[src/rtl/accl_pair_sched.sv]
// Issue scheduler for getAccl: walks all ordered body pairs, one per cycle, with a LATENCY-deep pair tag.
// Latency: pair (i,j) on x1..m2 at cycle 5+i(n+2)+j; its tag on acc_* LATENCY cycles later; no backpressure.
module accl_pair_sched #(
  parameter int NMAX    = 64,
  parameter int IDX_W   = 6,
  parameter int LATENCY = 122
) (
  input  logic             clk,
  input  logic             rst,
  input  logic             start,
  input  logic [IDX_W:0]   n_bodies,
  output logic             busy,
  output logic             done,
  output logic [IDX_W-1:0] rd_addr,
  input  logic [63:0]      rd_x,
  input  logic [63:0]      rd_y,
  input  logic [63:0]      rd_m,
  output logic [63:0]      x1,
  output logic [63:0]      y1,
  output logic [63:0]      z1,
  output logic [63:0]      x2,
  output logic [63:0]      y2,
  output logic [63:0]      m2,
  output logic             acc_valid,
  output logic [IDX_W-1:0] acc_i,
  output logic [IDX_W-1:0] acc_j,
  output logic             acc_last
);

  typedef enum logic [2:0] {IDLE, FETCH_I, LOAD_I, STREAM, DRAIN, DONE} state_t;

  typedef struct packed {
    logic             vld;
    logic [IDX_W-1:0] i;
    logic [IDX_W-1:0] j;
    logic             last;
  } tag_t;

  localparam int               CNT_W     = $clog2(LATENCY + 2);
  localparam logic [IDX_W:0]   N_MAX     = (IDX_W+1)'(NMAX);
  localparam logic [IDX_W:0]   N_ONE     = (IDX_W+1)'(1);
  localparam logic [IDX_W:0]   N_TWO     = (IDX_W+1)'(2);
  localparam logic [CNT_W-1:0] DRAIN_LEN = CNT_W'(LATENCY + 1);

  state_t           state_q, state_d;
  logic [IDX_W-1:0] i_q, i_d, j_q, j_d;
  logic [IDX_W:0]   n_q, n_d;
  logic [CNT_W-1:0] cnt_q, cnt_d;
  logic             busy_q, busy_d, done_q, done_d;
  logic [63:0]      cx_q, cx_d, cy_q, cy_d;
  logic             s1_vld_q, s1_vld_d, s1_last_q, s1_last_d;
  logic [IDX_W-1:0] s1_i_q, s1_i_d, s1_j_q, s1_j_d;
  logic [63:0]      x1_q, x1_d, y1_q, y1_d, x2_q, x2_d, y2_q, y2_d, m2_q, m2_d;
  tag_t             tag_q, tag_d;
  tag_t             dline_q [LATENCY];
  tag_t             dline_d [LATENCY];

  logic             start_ok;
  logic             row_end, last_row;
  logic [IDX_W:0]   last_j;

  always_comb begin
    state_d   = state_q;
    i_d       = i_q;
    j_d       = j_q;
    n_d       = n_q;
    cnt_d     = cnt_q;
    cx_d      = cx_q;
    cy_d      = cy_q;
    done_d    = 1'b0;

    start_ok  = start && (n_bodies >= N_TWO) && (n_bodies <= N_MAX);
    row_end   = ({1'b0, j_q} == n_q - N_ONE);
    last_row  = ({1'b0, i_q} == n_q - N_ONE);
    last_j    = last_row ? (n_q - N_TWO) : (n_q - N_ONE);

    case (state_q)
      IDLE: begin
        if (start) begin
          if (start_ok) begin
            state_d = FETCH_I;
            n_d     = n_bodies;
            i_d     = '0;
          end else begin
            done_d  = 1'b1;
          end
        end
      end
      FETCH_I: state_d = LOAD_I;
      LOAD_I: begin
        cx_d    = rd_x;
        cy_d    = rd_y;
        j_d     = '0;
        state_d = STREAM;
      end
      STREAM: begin
        if (row_end) begin
          if (last_row) begin
            state_d = DRAIN;
            cnt_d   = DRAIN_LEN;
          end else begin
            i_d     = i_q + 1'b1;
            state_d = FETCH_I;
          end
        end else begin
          j_d = j_q + 1'b1;
        end
      end
      DRAIN: begin
        // Counts out the last slot's trip through the issue stage and the tag line.
        if (cnt_q == '0) state_d = DONE;
        else             cnt_d   = cnt_q - 1'b1;
      end
      DONE:    state_d = IDLE;
      default: state_d = IDLE;
    endcase

    done_d = done_d | (state_d == DONE);
    busy_d = (state_d != IDLE);
  end

  // Read-data stage: remembers which pair the RAM is returning this cycle.
  always_comb begin
    s1_vld_d  = (state_q == STREAM);
    s1_i_d    = i_q;
    s1_j_d    = j_q;
    s1_last_d = ({1'b0, j_q} == last_j);
  end

  // Issue stage: the cache still holds the old row when a row's last pair is registered.
  always_comb begin
    x1_d  = x1_q;
    y1_d  = y1_q;
    x2_d  = x2_q;
    y2_d  = y2_q;
    m2_d  = m2_q;
    tag_d = '0;
    if (s1_vld_q) begin
      x1_d      = cx_q;
      y1_d      = cy_q;
      x2_d      = rd_x;
      y2_d      = rd_y;
      m2_d      = (s1_i_q == s1_j_q) ? 64'h0 : rd_m;
      tag_d.vld = (s1_i_q != s1_j_q);
      tag_d.i   = s1_i_q;
      tag_d.j   = s1_j_q;
      tag_d.last = s1_last_q && (s1_i_q != s1_j_q);
    end
  end

  always_comb begin
    dline_d[0] = tag_q;
    for (int k = 1; k < LATENCY; k++) dline_d[k] = dline_q[k-1];
  end

  always_ff @(posedge clk) begin
    if (rst) begin
      state_q   <= IDLE;
      i_q       <= '0;
      j_q       <= '0;
      n_q       <= '0;
      cnt_q     <= '0;
      busy_q    <= 1'b0;
      done_q    <= 1'b0;
      cx_q      <= '0;
      cy_q      <= '0;
      s1_vld_q  <= 1'b0;
      s1_last_q <= 1'b0;
      s1_i_q    <= '0;
      s1_j_q    <= '0;
      x1_q      <= '0;
      y1_q      <= '0;
      x2_q      <= '0;
      y2_q      <= '0;
      m2_q      <= '0;
      tag_q     <= '0;
      for (int k = 0; k < LATENCY; k++) dline_q[k] <= '0;
    end else begin
      state_q   <= state_d;
      i_q       <= i_d;
      j_q       <= j_d;
      n_q       <= n_d;
      cnt_q     <= cnt_d;
      busy_q    <= busy_d;
      done_q    <= done_d;
      cx_q      <= cx_d;
      cy_q      <= cy_d;
      s1_vld_q  <= s1_vld_d;
      s1_last_q <= s1_last_d;
      s1_i_q    <= s1_i_d;
      s1_j_q    <= s1_j_d;
      x1_q      <= x1_d;
      y1_q      <= y1_d;
      x2_q      <= x2_d;
      y2_q      <= y2_d;
      m2_q      <= m2_d;
      tag_q     <= tag_d;
      for (int k = 0; k < LATENCY; k++) dline_q[k] <= dline_d[k];
    end
  end

  assign rd_addr   = (state_q == STREAM) ? j_q : i_q;
  assign busy      = busy_q;
  assign done      = done_q;
  assign x1        = x1_q;
  assign y1        = y1_q;
  assign z1        = 64'h0;
  assign x2        = x2_q;
  assign y2        = y2_q;
  assign m2        = m2_q;
  assign acc_valid = dline_q[LATENCY-1].vld;
  assign acc_i     = dline_q[LATENCY-1].i;
  assign acc_j     = dline_q[LATENCY-1].j;
  assign acc_last  = dline_q[LATENCY-1].last;

endmodule
[config.mk]
export PLATFORM = sky130hd
export DESIGN_NAME = accl_pair_sched
export DESIGN_NICKNAME = d
export VERILOG_FILES = /design/src/rtl/accl_pair_sched.sv
export SDC_FILE = /design/constraint.sdc
export NUM_CORES = 2
export LEC_CHECK = 0
export BUFFER_PORTS_ARGS = -buffer_cell sky130_fd_sc_hd__buf_2
export CORE_UTILIZATION = 54
export DETAILED_ROUTE_END_ITERATION = 10
export HOLD_SLACK_MARGIN = 0.1
export MAX_ROUTING_LAYER = met4
export PLACE_DENSITY = 0.82
export SLEW_MARGIN = 20
export SYNTH_ARGS = -nofsm -noshare
export SYNTH_HDL_FRONTEND = slang
export SYNTH_SLANG_ARGS = --single-unit
export TNS_END_PERCENT = 20
[constraint.sdc]
create_clock -name clk -period 7.5 [get_ports clk]
set_clock_uncertainty 0.1 [all_clocks]
set_input_delay 0.375 -clock clk [delete_from_list [all_inputs] [get_ports clk]]
set_output_delay 0.375 -clock clk [all_outputs]
set_load 0.05 [all_outputs]
* Yosys cells after proc, flatten, opt, wreduce, memory -nomap -nowiden
Memory sizes are Yosys's and may differ from the RTL's.
Cells that the tools add are included.
** Storage, ports and cells
- Register bits :: 507
- Memory bits (writable) :: 1708
- Input bits :: 202
- Output and inout bits :: 406
- Memories :: 1
** Memories
- dline_q :: words 122, bits a word 14, read ports 122, clocked after Yosys merged registers in 0, wr ports 122, RTL line 55 : tag_t dline_q [LATENCY];
** Cells by class
- Add/sub/neg operators :: 5
- Order comparisons :: 2
- Eq/ne operators :: 17
- Muxes and demuxes :: 148
- Bitwise gates (word level) :: 124
- Reduce and logical (&&, ||, !) cells :: 14
** Operator list (count)
- $mux W14 :: 122
- $or A1 B1 Y1 :: 123
- $mux W64 :: 1
- $mux W6 :: 6
- $mux W7 :: 4
- $pmux W6 S2 :: 2
- $eq A6 B7 Y1 :: 3
- $mux W3 :: 5
- $pmux W3 S5 :: 1
- $pmux W7 S2 :: 1
- $sub A7 B1 Y7 const B :: 2
- $add A6 B1 Y6 const B :: 2
- $ne A2 B2 Y1 const B :: 5
- $ge A7 B2 Y1 const B :: 1
- $le A7 B7 Y1 const B :: 1
- $logic_not A7 Y1 :: 1
- $sub A7 B2 Y7 const B :: 1
- $eq A3 B2 Y1 const B :: 2
- $eq A3 B3 Y1 const B :: 2
- $eq A6 B6 Y1 :: 1
- $mux W1 :: 6
- $ne A6 B6 Y1 :: 1
- $reduce_bool A2 Y1 :: 3
- $reduce_and A5 Y1 :: 1
- other kinds (10) :: 13

* Longest topological paths before layout
- Depth in word-level cells :: 8
- Depth in mapped cells :: 11
- Depth with buffers taken out :: 9

* Worst setup path after synthesis
No wires, ideal clock.
- Path type :: register to register
- Start :: register n_q[0]
- End :: register s1_last_q
- Setup time :: 0.122 ns
- Arrival time :: 2.347 ns
- Setup slack :: 4.932 ns
- Cell stages (with the launch flop) :: 12
- Path buffers :: 2
- Cells stage by stage :: dfxtp_1 -> buf_2 -> inv_1 -> ha_1 -> or4b_4 -> o21ai_4 -> nand4_4 -> or3_1 -> buf_6 -> a21oi_1 -> xor2_1 -> nor4_2
** Between the ends
- Cells in the longest elaborated chain, start to end :: 4
- Elaborated cells between the ends (all ways) :: 5
- Those cells by class :: add/sub: 2; eq/ne: 2; mux: 1
** RTL lines
- start: declaration :: RTL line 47 : logic [IDX_W:0] n_q, n_d;
- start signal: assignment :: RTL line 182 : n_q <= n_d;
- $sub A7 B1 Y7 :: RTL line 74, 75
- $eq A6 B7 Y1 :: RTL line 74 : last_row = ({1'b0, i_q} == n_q - N_ONE);
- $mux W7 (*) :: RTL line 75 : last_j = last_row ? (n_q - N_TWO) : (n_q - N_ONE);
- $eq A6 B7 Y1 (*) :: RTL line 127 : s1_last_d = ({1'b0, j_q} == last_j);
- end signal: assignment :: RTL line 189 : s1_last_q <= s1_last_d;
- end: declaration :: RTL line 51 : logic s1_vld_q, s1_vld_d, s1_last_q, s1_last_d;
Mark *: on every way between the ends. The rest lies on a longest branch, timed or not.
A chain may end at the register's enable or synchronous reset.

* Worst setup path after layout
- Start :: register state_q[1]
- End :: output rd_addr[1]
** Between the ends
- Cells in the longest elaborated chain, start to end :: 2
** RTL lines
- start: declaration :: RTL line 45 : state_t state_q, state_d;
- start signal: assignment :: RTL line 179 : state_q <= state_d;
- $eq A3 B2 Y1 :: RTL line 202 : assign rd_addr = (state_q == STREAM) ? j_q : i_q;
- $mux W6 :: RTL line 202
- end: declaration :: RTL line 14 : output logic [IDX_W-1:0] rd_addr,
Every way passes these cells.

==> flow_summary.html <==
<table>
<tr><th>Metric</th><th>Value</th></tr>
<tr><th colspan="2">STA</th></tr>
<tr><td>Slew at the pin closest to its max-slew limit</td><td>1.11 ns</td></tr>
<tr><td>Crit share post-route</td><td>0.420</td></tr>
<tr><td>Worst rel slew slack</td><td>0.262</td></tr>
<tr><td>Aggregate negative setup slack</td><td>0 ns</td></tr>
<tr><td>Final critical delay including setup and external delays</td><td>3.15 ns</td></tr>
<tr><td>Unrepaired setup endpoints after global routing</td><td>false</td></tr>
<tr><td>Final hold vios</td><td>0</td></tr>
<tr><td>Maximum achievable frequency</td><td>0.317 GHz</td></tr>
<tr><td>Final-report max-slew violation count</td><td>0</td></tr>
<tr><td>Total setup violations reported at the end of the flow</td><td>0</td></tr>
<tr><th colspan="2">Global route</th></tr>
<tr><td>Pin count of the biggest net entering global routing</td><td>246</td></tr>
<tr><td>Vias in the first global route</td><td>37085</td></tr>
<tr><td>Total Routing Usage GR</td><td>0.224</td></tr>
<tr><td>Remaining global-route overflow</td><td>0</td></tr>
<tr><td>First-pass GRT wire length</td><td>206000 µm</td></tr>
<tr><td>Initial antenna violation count</td><td>15</td></tr>
<tr><th colspan="2">CTS</th></tr>
<tr><td>Post-CTS repair timing setup buffer count</td><td>0</td></tr>
<tr><td>CTS Buffer Depth</td><td>3</td></tr>
<tr><td>Clock Pin Slew Worst Setup and Hold Paths</td><td>0.06 ns</td></tr>
<tr><td>TritonCTS Buffers</td><td>202</td></tr>
<tr><td>Post-cts repair resize count</td><td>0</td></tr>
<tr><td>Clock tree from TritonCTS</td><td>done</td></tr>
<tr><td>Root Buffer Master</td><td>sky130_fd_sc_hd__clkbuf_16</td></tr>
<tr><td>Number of levels in the clock H-tree</td><td>4</td></tr>
<tr><td>Sinks on the clock net</td><td>2215</td></tr>
<tr><td>Clk Latency, worst-skew pair</td><td>0.80 ns</td></tr>
<tr><th colspan="2">Placement</th></tr>
<tr><td>Port Buffers</td><td>543</td></tr>
<tr><td>RD Place Congestion</td><td>0.964</td></tr>
<tr><td>Placed instance count</td><td>7403</td></tr>
<tr><td>Post-detailed-placement cell area</td><td>0.0680 mm²</td></tr>
<tr><td>Hpwl dp</td><td>80100 µm</td></tr>
<tr><th colspan="2">Layout</th></tr>
<tr><td>Growth of design area from synthesis to finish</td><td>19.5%</td></tr>
<tr><td>Final Util</td><td>0.652</td></tr>
<tr><td>Share of cells above drive strength 1</td><td>0.142</td></tr>
<tr><td>Area taken by flip-flops and latches</td><td>0.0443 mm²</td></tr>
<tr><td>Multi-input gate area in the final layout</td><td>0.0187 mm²</td></tr>
<tr><td>Number of fill cells in the layout</td><td>8621</td></tr>
<tr><td>Commonest cells after routing, fill and taps aside</td><td>sky130_fd_sc_hd__dfxtp_1, sky130_fd_sc_hd__nor2b_1, sky130_fd_sc_hd__buf_2</td></tr>
<tr><td>Most frequent standard cell in the layout excluding fill and tap cells</td><td>sky130_fd_sc_hd__dfxtp_1</td></tr>
<tr><td>Final Net Count</td><td>6488</td></tr>
<tr><td>Final Non-Filler Cells</td><td>7996</td></tr>
<tr><td>Total non-filler cell area in the finished layout</td><td>0.0771 mm²</td></tr>
<tr><th colspan="2">Die</th></tr>
<tr><td>Initial core utilization</td><td>0.546</td></tr>
<tr><td>I/O pin cnt</td><td>608</td></tr>
<tr><td>Die Outline Area</td><td>0.121 mm²</td></tr>
<tr><td>Die Ht</td><td>348 µm</td></tr>
<tr><td>Die Width</td><td>348 µm</td></tr>
<tr><td># rows</td><td>126</td></tr>
<tr><td>Area inside the core boundary</td><td>0.118 mm²</td></tr>
<tr><th colspan="2">Worst setup path</th></tr>
<tr><td>Data arrival time of the critical path</td><td>2.68 ns</td></tr>
<tr><td>Cell chain of the critical path</td><td>nor2b_1 -&gt; nand2_1 -&gt; mux2_2 -&gt; buf_2</td></tr>
<tr><td>Total buffers and inverters traversed by the critical path</td><td>1</td></tr>
<tr><td>Setup CP Type</td><td>flop to output pin</td></tr>
<tr><td>Endpoint kind of the worst setup timing path</td><td>output pin</td></tr>
<tr><td>Family with the most delay on the worst path</td><td>simple AND/OR/NAND/NOR gates</td></tr>
<tr><td>Maximum fanout encountered on the critical timing path</td><td>10</td></tr>
<tr><td>Register-to-register path setup slack</td><td>4.45 ns</td></tr>
<tr><td>Largest stage delay on the critical path</td><td>0.42 ns</td></tr>
<tr><td>Master of the slowest instance on the critical path</td><td>sky130_fd_sc_hd__nand2_1</td></tr>
<tr><td>Kind of start point of the critical path</td><td>flop</td></tr>
<tr><td>Data required, critical path</td><td>7.03 ns</td></tr>
<tr><th colspan="2">Route</th></tr>
<tr><td>Via/cell ratio</td><td>4.78</td></tr>
<tr><td>Iteration-0 DRC Markers</td><td>2545</td></tr>
<tr><td>DRC viols</td><td>0</td></tr>
<tr><td>Routed wire length per instance</td><td>16.7 µm</td></tr>
<tr><td>First-pass DRT Iterations</td><td>6</td></tr>
<tr><td>Number of nets still failing antenna checks after routing</td><td>0</td></tr>
<tr><td>Via count of the routed design</td><td>38230</td></tr>
<tr><td>Total wire length after detailed routing</td><td>134000 µm</td></tr>
<tr><th colspan="2">Power</th></tr>
<tr><td>Worst-case vdd ir drop</td><td>0.267 mV</td></tr>
<tr><td>Static power due to leakage</td><td>31.0 nW</td></tr>
<tr><td>Power density relative to cell area</td><td>299 mW/mm²</td></tr>
<tr><th colspan="2">Synth</th></tr>
<tr><td>Fraction of the yosys area taken by sequential cells</td><td>0.687</td></tr>
<tr><td>Post-Syn Area per Cell</td><td>11.5 µm²</td></tr>
<tr><td>EDFF count, synth</td><td>0</td></tr>
<tr><td>Count of mapped cells out of synthesis</td><td>5637</td></tr>
<tr><td>Async set-reset flop share out of synthesis</td><td>0</td></tr>
<tr><td>Ranking of synthesized cells by area</td><td>sky130_fd_sc_hd__dfxtp_1, sky130_fd_sc_hd__nor2b_1, sky130_fd_sc_hd__mux2i_1, sky130_fd_sc_hd__clkbuf_1, sky130_fd_sc_hd__nor2_1</td></tr>
<tr><td>Mapped Area</td><td>0.0646 mm²</td></tr>
<tr><td>Unique cell type count in the Yosys netlist</td><td>54</td></tr>
<tr><td>Most used flip-flop cell after synthesis</td><td>sky130_fd_sc_hd__dfxtp_1</td></tr>
<tr><td>Flops &amp; latches, synth</td><td>2215</td></tr>
<tr><td>Library cell with the largest summed area after synthesis</td><td>sky130_fd_sc_hd__dfxtp_1</td></tr>
<tr><td>Fraction of synthesized cell area taken by the top area cell type</td><td>0.687</td></tr>
<tr><td>Yosys warns</td><td>0</td></tr>
<tr><th colspan="2">Run status</th></tr>
<tr><td>Status</td><td>finished clean</td></tr>
<tr><th colspan="2">Worst hold path</th></tr>
<tr><td>Class of the tightest hold or removal check</td><td>input port to flop</td></tr>
<tr><th colspan="2">Flow run</th></tr>
<tr><td>MaxCap Viol Count</td><td>0</td></tr>
</table>
Yosys cell counts (2+ instances only):
master / number
sky130_fd_sc_hd__dfxtp_1: 2215
sky130_fd_sc_hd__a21o_1: 3
sky130_fd_sc_hd__xor2_1: 20
sky130_fd_sc_hd__nor3_2: 2
sky130_fd_sc_hd__o21ai_0: 4
sky130_fd_sc_hd__xnor2_1: 19
sky130_fd_sc_hd__buf_4: 64
sky130_fd_sc_hd__inv_1: 7
sky130_fd_sc_hd__ha_1: 6
sky130_fd_sc_hd__a211oi_1: 3
sky130_fd_sc_hd__and3_1: 4
sky130_fd_sc_hd__mux2i_1: 263
sky130_fd_sc_hd__nor3_1: 10
sky130_fd_sc_hd__buf_2: 4
sky130_fd_sc_hd__nor4_1: 3
sky130_fd_sc_hd__mux2_2: 6
sky130_fd_sc_hd__nand2b_1: 69
sky130_fd_sc_hd__a221oi_1: 2
sky130_fd_sc_hd__buf_6: 2
sky130_fd_sc_hd__nand3_1: 71
sky130_fd_sc_hd__nand2_1: 273
sky130_fd_sc_hd__nor2_1: 281
sky130_fd_sc_hd__buf_1: 18
sky130_fd_sc_hd__a21oi_1: 203
sky130_fd_sc_hd__or3_1: 5
sky130_fd_sc_hd__and2_1: 18
sky130_fd_sc_hd__xor3_1: 2
sky130_fd_sc_hd__nand4_1: 6
sky130_fd_sc_hd__clkbuf_1: 307
sky130_fd_sc_hd__nor2b_1: 1723
stage by stage:
stage / power [W] / worst slack (ns) / hold WS [ns]
final: 0.0231 / 4.35 / 0.283
after floorplan: 0.0125 / 4.93 / 0.314
after CTS: 0.0233 / 4.26 / 0.210
after global routing: 0.0238 / 4.15 / 0.254
after detailed placement: 0.0127 / 4.58 / 0.320
after global placement: 0.0127 / 4.56 / 0.315
state kept, by name, summed over array words and instances, names as in the netlist:
name	flops
s1_j_q	6
busy	1
dline_d	14
cnt_q	7
i_q	6
cx_q	64
m2	64
x2	64
j_q	6
state_q	3
dline_q	1708
done	1
x1	64
y2	64
s1_last_q	1
y1	64
n_q	7
s1_i_q	6
cy_q	64
s1_vld_q	1
worst paths after layout:
| check | start | end | cells after the start |
|---|---|---|---|
| worst max-delay path | state_q[1] | rd_addr[1] | 4 |
| worst min-delay path | rd_x[63] | cx_q[63] | 4 |
| worst max register to register | state_q[1] | cy_q[13] | 5 |
| worst min register to register | dline_q[0][518] | dline_q[0][532] | 1 |
worst min-delay path, stage by stage:
cell	delay [ns]
sky130_fd_sc_hd__dlygate4sd3_1	0.53
sky130_fd_sc_hd__buf_2	0.13
sky130_fd_sc_hd__nand2_1	0.05
sky130_fd_sc_hd__a21oi_1	0.05
power by group:
part | switching, W | leakage (nW) | total, W | internal [W]
registers | 0.0000385 | 17.8 | 0.0119 | 0.0118
logic | 0.000524 | 9.67 | 0.000728 | 0.000204
clock network | 0.00435 | 3.46 | 0.0105 | 0.00614
total | 0.00491 | 31.0 | 0.0231 | 0.0182
kinds of logic after synthesis:
group	Yosys count	synth area share
AND/OR/NAND/NOR	2476	0.218
flip-flops	2215	0.687
AO/OA/AOI/OAI	227	0.0186
other	1	0.0000581
buffers and inverters	402	0.0274
XOR/XNOR	41	0.00603
multiplexers	269	0.0418
adder cells (fa/ha/maj)	6	0.00116
final cells by class:
| type | instances | share of cell area |
|---|---|---|
| multi-input combinational | 3083 | 0.242 |
| clock buffer | 293 | 0.0767 |
| antenna | 12 | 0.000389 |
| clock inverter | 79 | 0.0140 |
| tap | 1536 | 0.0249 |
| timing repair buffer | 771 | 0.0662 |
| sequential | 2215 | 0.575 |
| inverter | 7 | 0.000341 |
layer usage:
| metal | share of wire | up-vias | global-route usage |
|---|---|---|---|
| met5 | 0 | - | - |
| met4 | 0.080 | 0 | 0.164 |
| met3 | 0.068 | 440 | 0.0527 |
| met2 | 0.44 | 1241 | 0.332 |
| met1 | 0.41 | 17865 | 0.266 |
| li1 | - | 18684 | - |
repair_timing:
item / 4_1_cts / 5_1_grt
endpoints found under the hold margin: 539 / 0
endpoints found under the setup margin: 0 / 0
hold buffers: 209 / 0
No activity file was read; power rests on OpenSTA's default activity.
